**config.mk**
```make
export PLATFORM = sky130hd
export DESIGN_NAME = ps2_device_tx
export DESIGN_NICKNAME = d
export VERILOG_FILES = /design/src/rtl/ps2_pkg.sv /design/src/rtl/sync_fifo.sv /design/src/rtl/ps2_device_tx.sv
export SDC_FILE = /design/constraint.sdc
export NUM_CORES = 1
export LEC_CHECK = 0
export CAP_MARGIN = 20
export CORE_UTILIZATION = 45
export DETAILED_ROUTE_END_ITERATION = 10
export RECOVER_POWER = 25
export SLEW_MARGIN = 20
export SYNTH_ARGS = -nofsm -noshare
export SYNTH_HDL_FRONTEND = slang
export SYNTH_SLANG_ARGS = --single-unit
```
**constraint.sdc**
```tcl
create_clock -name CLOCK_50 -period 6.4 [get_ports CLOCK_50]
set_clock_uncertainty 0.2 [all_clocks]
set_input_delay 1.28 -clock CLOCK_50 [delete_from_list [all_inputs] [get_ports CLOCK_50]]
set_output_delay 1.28 -clock CLOCK_50 [all_outputs]
set_load 0.1 [all_outputs]
```
**src/rtl/ps2_pkg.sv**
```systemverilog
// Shared PS/2 definitions: transmitter FSM states, frame geometry and parity.
package ps2_pkg;

  typedef enum logic [1:0] {
    ST_IDLE   = 2'd0,
    ST_BIT_HI = 2'd1,
    ST_BIT_LO = 2'd2,
    ST_GAP    = 2'd3
  } ps2_state_e;

  // start + 8 data + parity + stop
  localparam int FRAME_BITS = 11;

  // Odd parity: the 9 bits data+parity always hold an odd number of ones.
  function automatic logic ps2_odd_parity(input logic [7:0] data);
    return ~^data;
  endfunction

  // Frame laid out so that bit index i is the i-th bit on the wire.
  function automatic logic [FRAME_BITS-1:0] ps2_frame(input logic [7:0] data);
    return {1'b1, ps2_odd_parity(data), data, 1'b0};
  endfunction

endpackage

```
**src/rtl/sync_fifo.sv**
```systemverilog
// Generic single-clock FIFO with synchronous active-high reset.
// A push while full is still accepted when a pop happens in the same cycle.
module sync_fifo #(
  parameter int WIDTH = 8,
  parameter int DEPTH = 8
) (
  input  logic             clk_i,
  input  logic             rst_i,
  input  logic             push_i,
  input  logic [WIDTH-1:0] wdata_i,
  input  logic             pop_i,
  output logic [WIDTH-1:0] rdata_o,
  output logic             full_o,
  output logic             empty_o
);

  localparam int AW = (DEPTH > 1) ? $clog2(DEPTH) : 1;
  localparam int CW = $clog2(DEPTH + 1);

  logic [WIDTH-1:0] mem_q [DEPTH];
  logic [AW-1:0]    wr_ptr_q, wr_ptr_d;
  logic [AW-1:0]    rd_ptr_q, rd_ptr_d;
  logic [CW-1:0]    count_q, count_d;
  logic             do_push_s, do_pop_s;

  assign full_o  = (count_q == CW'(DEPTH));
  assign empty_o = (count_q == {CW{1'b0}});
  assign rdata_o = mem_q[rd_ptr_q];

  // Qualify requests and compute next pointers/occupancy.
  always_comb begin
    do_pop_s  = pop_i && !empty_o;
    do_push_s = push_i && (!full_o || do_pop_s);
    wr_ptr_d  = do_push_s ? (wr_ptr_q + AW'(1)) : wr_ptr_q;
    rd_ptr_d  = do_pop_s  ? (rd_ptr_q + AW'(1)) : rd_ptr_q;
    case ({do_push_s, do_pop_s})
      2'b10:   count_d = count_q + CW'(1);
      2'b01:   count_d = count_q - CW'(1);
      default: count_d = count_q;
    endcase
  end

  // Pointer and occupancy registers.
  always_ff @(posedge clk_i) begin
    if (rst_i) begin
      wr_ptr_q <= {AW{1'b0}};
      rd_ptr_q <= {AW{1'b0}};
      count_q  <= {CW{1'b0}};
    end else begin
      wr_ptr_q <= wr_ptr_d;
      rd_ptr_q <= rd_ptr_d;
      count_q  <= count_d;
    end
  end

  // Storage array; contents need no reset since occupancy gates every read.
  always_ff @(posedge clk_i) begin
    if (do_push_s) begin
      mem_q[wr_ptr_q] <= wdata_i;
    end
  end

endmodule

```
**src/rtl/ps2_device_tx.sv**
```systemverilog
// Device-side PS/2 transmitter: every key_action edge queues scan_code,
// and each queued byte goes out as one 11-bit frame followed by an idle gap.
module ps2_device_tx
  import ps2_pkg::*;
#(
  parameter int CLK_DIV    = 2500,
  parameter int GAP_BITS   = 2,
  parameter int FIFO_DEPTH = 8
) (
  input  logic       CLOCK_50,
  input  logic       reset,
  input  logic       key_action,
  input  logic [7:0] scan_code,
  output logic       PS2_CLK,
  output logic       PS2_DAT,
  output logic       busy,
  output logic       overflow
);

  localparam int GAP_CYC = GAP_BITS * 2 * CLK_DIV;
  localparam int DIV_W   = (CLK_DIV > 1) ? $clog2(CLK_DIV) : 1;
  localparam int GAP_W   = (GAP_CYC > 1) ? $clog2(GAP_CYC) : 1;

  localparam logic [DIV_W-1:0] DIV_LAST = DIV_W'(CLK_DIV - 1);
  localparam logic [GAP_W-1:0] GAP_LAST = GAP_W'(GAP_CYC - 1);
  localparam logic [3:0]       IDX_LAST = 4'(FRAME_BITS - 1);

  ps2_state_e            state_q, state_d;
  logic [DIV_W-1:0]      div_q, div_d;
  logic [GAP_W-1:0]      gap_q, gap_d;
  logic [3:0]            idx_q, idx_d;
  logic [FRAME_BITS-1:0] frame_q, frame_d;
  logic                  key_action_q;
  logic                  first_q;
  logic                  ps2_clk_q, ps2_clk_d;
  logic                  ps2_dat_q, ps2_dat_d;
  logic                  busy_q, busy_d;
  logic                  overflow_q, overflow_d;

  logic                  transition_s;
  logic                  pop_s;
  logic                  full_s, empty_s;
  logic [7:0]            rdata_s;

  // The first cycle after reset never counts as an event, whatever key_action does.
  assign transition_s = (key_action ^ key_action_q) && !first_q;

  assign PS2_CLK  = ps2_clk_q;
  assign PS2_DAT  = ps2_dat_q;
  assign busy     = busy_q;
  assign overflow = overflow_q;

  sync_fifo #(
    .WIDTH (8),
    .DEPTH (FIFO_DEPTH)
  ) u_fifo (
    .clk_i   (CLOCK_50),
    .rst_i   (reset),
    .push_i  (transition_s),
    .wdata_i (scan_code),
    .pop_i   (pop_s),
    .rdata_o (rdata_s),
    .full_o  (full_s),
    .empty_o (empty_s)
  );

  // Frame sequencer: next state, counters and the registered line levels.
  always_comb begin
    state_d = state_q;
    div_d   = div_q;
    gap_d   = gap_q;
    idx_d   = idx_q;
    frame_d = frame_q;
    pop_s   = 1'b0;
    case (state_q)
      ST_IDLE: begin
        if (!empty_s) begin
          pop_s   = 1'b1;
          frame_d = ps2_frame(rdata_s);
          idx_d   = 4'd0;
          div_d   = {DIV_W{1'b0}};
          state_d = ST_BIT_HI;
        end else begin
          state_d = ST_IDLE;
        end
      end
      ST_BIT_HI: begin
        if (div_q == DIV_LAST) begin
          div_d   = {DIV_W{1'b0}};
          state_d = ST_BIT_LO;
        end else begin
          div_d = div_q + DIV_W'(1);
        end
      end
      ST_BIT_LO: begin
        if (div_q == DIV_LAST) begin
          div_d = {DIV_W{1'b0}};
          if (idx_q < IDX_LAST) begin
            idx_d   = idx_q + 4'd1;
            state_d = ST_BIT_HI;
          end else begin
            gap_d   = {GAP_W{1'b0}};
            state_d = ST_GAP;
          end
        end else begin
          div_d = div_q + DIV_W'(1);
        end
      end
      ST_GAP: begin
        if (gap_q == GAP_LAST) begin
          gap_d   = {GAP_W{1'b0}};
          state_d = ST_IDLE;
        end else begin
          gap_d = gap_q + GAP_W'(1);
        end
      end
      default: begin
        state_d = ST_IDLE;
      end
    endcase

    // Lines follow the state being entered so they are registered without extra lag.
    ps2_clk_d = (state_d != ST_BIT_LO);
    if ((state_d == ST_BIT_HI) || (state_d == ST_BIT_LO)) begin
      ps2_dat_d = frame_d[idx_d];
    end else begin
      ps2_dat_d = 1'b1;
    end

    busy_d     = (state_q != ST_IDLE) || !empty_s || transition_s;
    overflow_d = overflow_q || (transition_s && full_s && !pop_s);
  end

  // State, counters and output registers with synchronous reset.
  always_ff @(posedge CLOCK_50) begin
    if (reset) begin
      state_q      <= ST_IDLE;
      div_q        <= {DIV_W{1'b0}};
      gap_q        <= {GAP_W{1'b0}};
      idx_q        <= 4'd0;
      frame_q      <= {FRAME_BITS{1'b1}};
      key_action_q <= key_action;
      first_q      <= 1'b1;
      ps2_clk_q    <= 1'b1;
      ps2_dat_q    <= 1'b1;
      busy_q       <= 1'b0;
      overflow_q   <= 1'b0;
    end else begin
      state_q      <= state_d;
      div_q        <= div_d;
      gap_q        <= gap_d;
      idx_q        <= idx_d;
      frame_q      <= frame_d;
      key_action_q <= key_action;
      first_q      <= 1'b0;
      ps2_clk_q    <= ps2_clk_d;
      ps2_dat_q    <= ps2_dat_d;
      busy_q       <= busy_d;
      overflow_q   <= overflow_d;
    end
  end

endmodule
```
==> results of run 1 <==
==> registers in the layout, indices dropped and copies added (netlist names), named ones only <==
register         count
idx_q                4
u_fifo.wr_ptr_q      3
key_action_q         1
overflow             1
first_q              1
busy                 1
div_q               12
PS2_CLK              1
frame_q             11
u_fifo.rd_ptr_q      3
PS2_DAT              1
state_q              2
gap_q               14
u_fifo.mem_q        64
u_fifo.count_q       4
==> cells by family after synthesis <==
logic type	share of synthesized area, %
AND/OR/NAND/NOR	13.53
flip-flops	55.08
AO/OA/AOI/OAI	7.669
XOR/XNOR	6.950
multiplexers	11.31
buffers and inverters	2.505
adder cells (fa/ha/maj)	2.963
==> worst max-delay path, cell delays in order <==
cell and delay [ns]:
dlygate4sd3_1 0.56, xor2_1 0.19, nand2_1 0.19, nor2_1 0.35
nand2_1 0.22, nor2_1 0.63
==> area by class of cell <==
cell class                 count  area, um2
clock inverter                13      118.9
tap                          168      210.2
multi-input combinational    322       2476
clock buffer                  19      442.9
timing repair buffer          18      170.2
inverter                      15      56.30
fill                        1061       5574
sequential                   126       3163
==> stage by stage <==
stage	hold WS (ns)	util, %	setup slack [ns]	area (um2)
global placement	0.2300	49.54	2.205	6050
floorplan	0.2160	-	3.102	5743
CTS	0.2496	54.18	2.542	6616
detailed placement	0.2364	49.58	2.105	6055
global route	0.2667	54.35	2.616	6638
finish	0.2507	54.35	2.827	6638
==> how the worst min path moves through the flow <==
stage                startpoint           to  slack (ns)  depth (start not counted)
floorplan           frame_q[10]  frame_q[10]        0.22                          1
global placement    frame_q[10]  frame_q[10]        0.23                          1
detailed placement  frame_q[10]  frame_q[10]        0.24                          1
CTS                 frame_q[10]  frame_q[10]        0.25                          1
global route        frame_q[10]  frame_q[10]        0.27                          1
finish              frame_q[10]  frame_q[10]        0.25                          1
==> placed cells by master, fill, tap and decap left out, drive strengths merged, types with 4 or more instances in the layout <==
| master | synthesis | routed |
|---|---|---|
| a21o | 4 | 4 |
| a21oi | 20 | 20 |
| a31oi | 4 | 4 |
| and3 | 4 | 4 |
| buf | 9 | 4 |
| clkbuf | 10 | 19 |
| clkdlybuf4s50 | 0 | 5 |
| clkinv | 0 | 8 |
| dfxtp | 62 | 62 |
| dlygate4sd3 | 0 | 9 |
| edfxtp | 64 | 64 |
| ha | 12 | 12 |
| inv | 15 | 16 |
| mux2 | 10 | 10 |
| mux2i | 15 | 15 |
| mux4 | 17 | 17 |
| nand2 | 32 | 32 |
| nand2b | 13 | 13 |
| nand3 | 8 | 8 |
| nand4 | 6 | 6 |
| nor2 | 55 | 55 |
| nor2b | 6 | 6 |
| nor3 | 7 | 7 |
| nor3b | 4 | 4 |
| nor4 | 5 | 5 |
| o21ai | 19 | 19 |
| xnor2 | 20 | 20 |
| xor2 | 23 | 23 |
==> metal layers <==
metal  routed length (um)  up-vias  share of wire (%)
li1                     -     1796                  -
met1                 5633     1758                 51
met4                  146        0                1.3
met3                  359       14                3.2
met2                 4942       61                 45
met5                    0        -                  0
==> power by group <==
group | internal (mW) | switching (mW) | leakage, nW
clock | 0.544 | 0.360 | 0.267
combinational | 0.317 | 0.392 | 0.958
sequential | 0.922 | 0.0643 | 1.08
==> metrics, run 1 <==
Vias approximately 3,600; Clock Path Buffers 2; Die Height 115.0 um; max-slew violations 0; top cell type's share of synthesized area 33.46%; path category of the worst min-delay check reg -> reg; Cell variety after synth 58; Post-synth ARST share 0%; Arr. time, crit path ~3.4 ns; port bufs 14; status finished, final reports clean; Hold-fix buffers, CTS 0; reg-to-reg endpoint PS2_DAT; reg2reg path depth 7; vias per inst between 5 and 6; CTS Buf Count 17; Initial Utilization 47.03%; largest net degree at the start of global routing slightly above 40; post-synthesis sequential area ratio a little under three fifths; area leader, netlist edfxtp_1; chip width between 100 and 150 um; reg-to-reg slack, setup about 3.1 ns; CTS resizes 0; layer with the highest usage met2; Fin. Hold Viols 0; Clk Latency, worst-skew pair between 0.4 and 0.5 ns; top cells by count, synth edfxtp_1, dfxtp_1, nor2_1; layout cells sized above 1 between 10% and 20%; Pleak roughly 2.3 nW; first-pass GRT wire length around 18,000 um; RSZ-0062 raised after global routing false; M2 GR Usage 27.99%; WS Path Type in -> reg; postcts setup bufs 0; CTS tree yes; setup TNS 0 ns; met1 usage 25.48%; worst vdd ir about 0.25 mV; n_diodes 0; Total Wirelength about 11,000 um; Post-layout nets ~520; Final HPWL DP approximately 7500 um; Post-synth EDFFs between 60 and 70; Critical Path Sink u_fifo.mem_q[7][3]; initial antenna violation count 0; DRC 0; required time worst endpoint 6.24 ns; Max-Cap Viols 0; Initial DRC Count around 230; Wirelength per Cell 16.27 um; Placeable Area between 10,000 and 15,000 um2; post-route ant nets 0; Cell Rows 40; main area contributors after synthesis edfxtp_1, dfxtp_1, mux4_2, nor2_1, xor2_1; CTS root buf clkbuf_16; clk slew on worst S/H paths approximately 0.060 ns; final period utilization 55.82%; FMAX roughly 280 MHz; Cell Area, Synth approximately 5700 um2; worst-margin pin slew 0.9782 ns; router iterations before antenna repair 6; number of synthesized register bits 126; Yosys warning total 0; Final Power between 2 and 3 mW; placed instance count about 650; Setup-failing EPs final 0; CTS H-tree depth 4; relative slew slack about 35%; synth-to-layout area growth 15.58%; CP Launch Type primary input; Post-Syn Instances 482; Critical path origin key_action; DIE AREA ~13,000 um2; pwr dens between 300 and 400 nW/um2; GRT Util Overall between 10% and 20%; fin crit period approximately 3.6 ns; IO Pins 15; clock sinks ~130; syn_nets between 500 and 600; CP Capture Type flip-flop; GPL Wtd Cong 0.8123; count leader, synth edfxtp_1; syn avg cell area ~12 um2; remaining global-route overflow 0; post-route insts no fill 681; top_reg_cell synth edfxtp_1; CP Max Fanout 8; vias in the first global route roughly 3,500; routing usage on met3 5.377%
(Power assumes the default switching activity.)
==> run 2, diff against run 1 <==
- clock period: 6.4 -> 3.3 ns (I/O delays scaled with it)
==> run 2 against run 1 <==
  * Sequential cell count unchanged
  * Global-route usage rose by 0.35 points
  * Routed wire length up 2.0%
  * Largest cell class unchanged
  * Sequential power grew 92%
  * Cell count is 2.3% higher
  * First-iteration DRC count decreased by 16%
  * Non-clock buffer count rose by 16
  * Utilization is 1.5 points higher
  * Clock-buffer cell count down 2
  * Hold slack better by 0.013 ns
  * Final area rose by 2.7%
==> metrics, run 2 (synthesized netlist as in run 1, its figures left out) <==
beginning of the worst hold path frame_q[10]; Hold-fix buffers, CTS 0 (unchanged); FMAX 348.5 MHz; Total Wirelength 11,300 um (+2.0%); n_diodes 0 (unchanged); post-route ant nets 0 (unchanged); Wirelength per Cell 16.21 um (-0.37%); worst path cell trace buf_4 -> mux4_2 -> mux2_2 -> mux2i_1 -> mux2_4 -> nand2_1 -> o2111a_1 -> a31oi_1 -> o311ai_1; first-pass GRT wire length 18,690 um (+3.6%); path category of the worst min-delay check reg -> reg; RSZ-0062 raised after global routing false; hold worst-path end frame_q[10]; Placeable Area 12,210 um2 (unchanged); reg2reg path depth 9 (+2); CTS tree yes; CP Capture Type flip-flop; vias per inst 5.392 (+1.2%); CP Launch Type flip-flop; router iterations before antenna repair 5 (-1); Setup-failing EPs final 0 (unchanged); Final Power 5.371 mW (+110%); most frequent cells in the layout edfxtp_1, dfxtp_1, nor2_1; WS Path Type reg -> reg; postcts setup bufs 0 (unchanged); reg-to-reg endpoint PS2_DAT; largest net degree at the start of global routing 19 (-54%); worst-margin pin slew 0.6585 ns (-0.3197 ns); Largest register FFs 64 (unchanged); Sw Share 29.64% (-1.8 points); Worst Path Buf+Inv 1 (unchanged); CP Max Fanout 9 (+1); final period utilization between 80% and 90%; DIE AREA 13,220 um2 (unchanged); Die Height 115.0 um (unchanged); fin crit period between 2 and 3 ns; Vias 3,758 (+3.6%); Psw 1.592 mW (+95%); critical path's slowest cell dfxtp_1; vias in the first global route 3,684 (+4.5%); Initial Utilization 47.03% (unchanged); CTS Buf Count 17 (unchanged); clk slew on worst S/H paths 0.06 ns (about the same); initial antenna violation count 0 (unchanged); Reg with most FFs u_fifo.mem_q; Clk Latency, worst-skew pair 0.42 ns (about the same); worst vdd ir 0.4301 mV (+70%); Initial DRC Count 189 (-16%); WHS Path Cells 1 (unchanged); Post-layout nets 540 (+3.1%); relative slew slack 55.70% (+21 points); clock sinks 126 (unchanged); DRC 0 (unchanged); Arr. time, crit path 2.95 ns (-0.46 ns); CTS H-tree depth 4 (unchanged); GPL Wtd Cong 0.8139 (+0.20%); Max-Cap Viols 0 (unchanged); layout cells sized above 1 17.39% (+3.0 points); reg-to-reg slack, setup 0.43 ns (-2.68 ns); Cell Rows 40 (unchanged); Final Util 55.82% (+1.5 points); synth-to-layout area growth 18.69%; Largest stage delay, worst path 0.63 ns (about the same); Fin. Hold Viols 0 (unchanged); port bufs 14 (unchanged); Clock Path Buffers 2 (unchanged); CTS root buf clkbuf_16; GRT Util Overall 18.85% (+0.35 points); Final HPWL DP 7660 um (+1.8%); chip width 115.0 um (unchanged); remaining global-route overflow 0 (unchanged); Largest regs u_fifo.mem_q (64), gap_q (14), div_q (12); Cell Int Power 3.778 mW (+110%); setup TNS 0 ns (unchanged); CTS resizes 0 (unchanged); critical path's top delay family multiplexers; required time worst endpoint 3.38 ns (-2.86 ns); Clk pwr share 38.4% (+3.6 points); IO Pins 15 (unchanged); max-slew violations 0 (unchanged); Pleak 2.430 nW (+5.2%); most common library cell in the layout ignoring fill and taps edfxtp_1; Comb power frac 26.4% (-0.9 points); status finished, final reports clean; sequential share of power 35.3% (-2.6 points); pwr dens 787.9 nW/um2 (+100%)
run 2: cell count changes in the layout (fill, tap and decap cells not counted), moves of 2 or more:
cell and change:
nor3b_1 +2, inv_6 +2, nor3b_2 -2, bufinv_16 +4, clkinv_4 -4, dlygate4sd3_1 -2, buf_4 +20, clkdlybuf4s50_1 -2
run 2: area by class of cell:
class	instances	area, um2
well taps	168	210.2
clock buffers	17	425.4
fillers	1080	5395
inverters	15	56.30
flip-flops and latches	126	3163
multi-input cells	322	2450
repair buffers	34	280.3
clock inverters	15	231.5
run 2: how the worst max path moves through the flow:
stage,startpoint,to,slack [ns],cells after the start
6_report,flip-flop,PS2_DAT,0.43,9
4_1_cts,flip-flop,PS2_DAT,0.39,7
3_5_place_dp,key_action,u_fifo.count_q[3],0.12,11
2_1_floorplan,state_q[0],u_fifo.count_q[3],0.38,13
5_1_grt,u_fifo.count_q[0],u_fifo.count_q[3],0.23,10
3_3_place_gp,key_action,u_fifo.count_q[3],0.22,11
run 2: power by group through the flow:
stage | sequential, mW | clock [mW] | combinational [mW]
after global placement | 1.92 | 0 | 1.40
after global routing | 1.91 | 2.15 | 1.56
final | 1.89 | 2.06 | 1.42
after detailed placement | 1.93 | 0 | 1.42
after CTS | 1.90 | 2.09 | 1.43
after floorplan | 1.95 | 0 | 1.05
run 2: routing by layer:
layer	track usage [%]	routed length (um)
met1	25.66	5562
met2	29.08	5220
met3	4.586	363
met4	7.532	153
met5	0	0
run 2: metrics by stage:
| stage | cells | cell area (um2) | hold WS [ns] | worst slack, ns |
|---|---|---|---|---|
| finish | 697 | 6817 | 0.2640 | 0.4303 |
| global route | 697 | 6817 | 0.2847 | 0.2272 |
| CTS | 697 | 6817 | 0.2570 | 0.3896 |
| detailed placement | 665 | 6160 | 0.2378 | 0.1237 |
| global placement | 665 | 6160 | 0.2349 | 0.2200 |
| floorplan | 482 | 5743 | 0.2160 | 0.3827 |
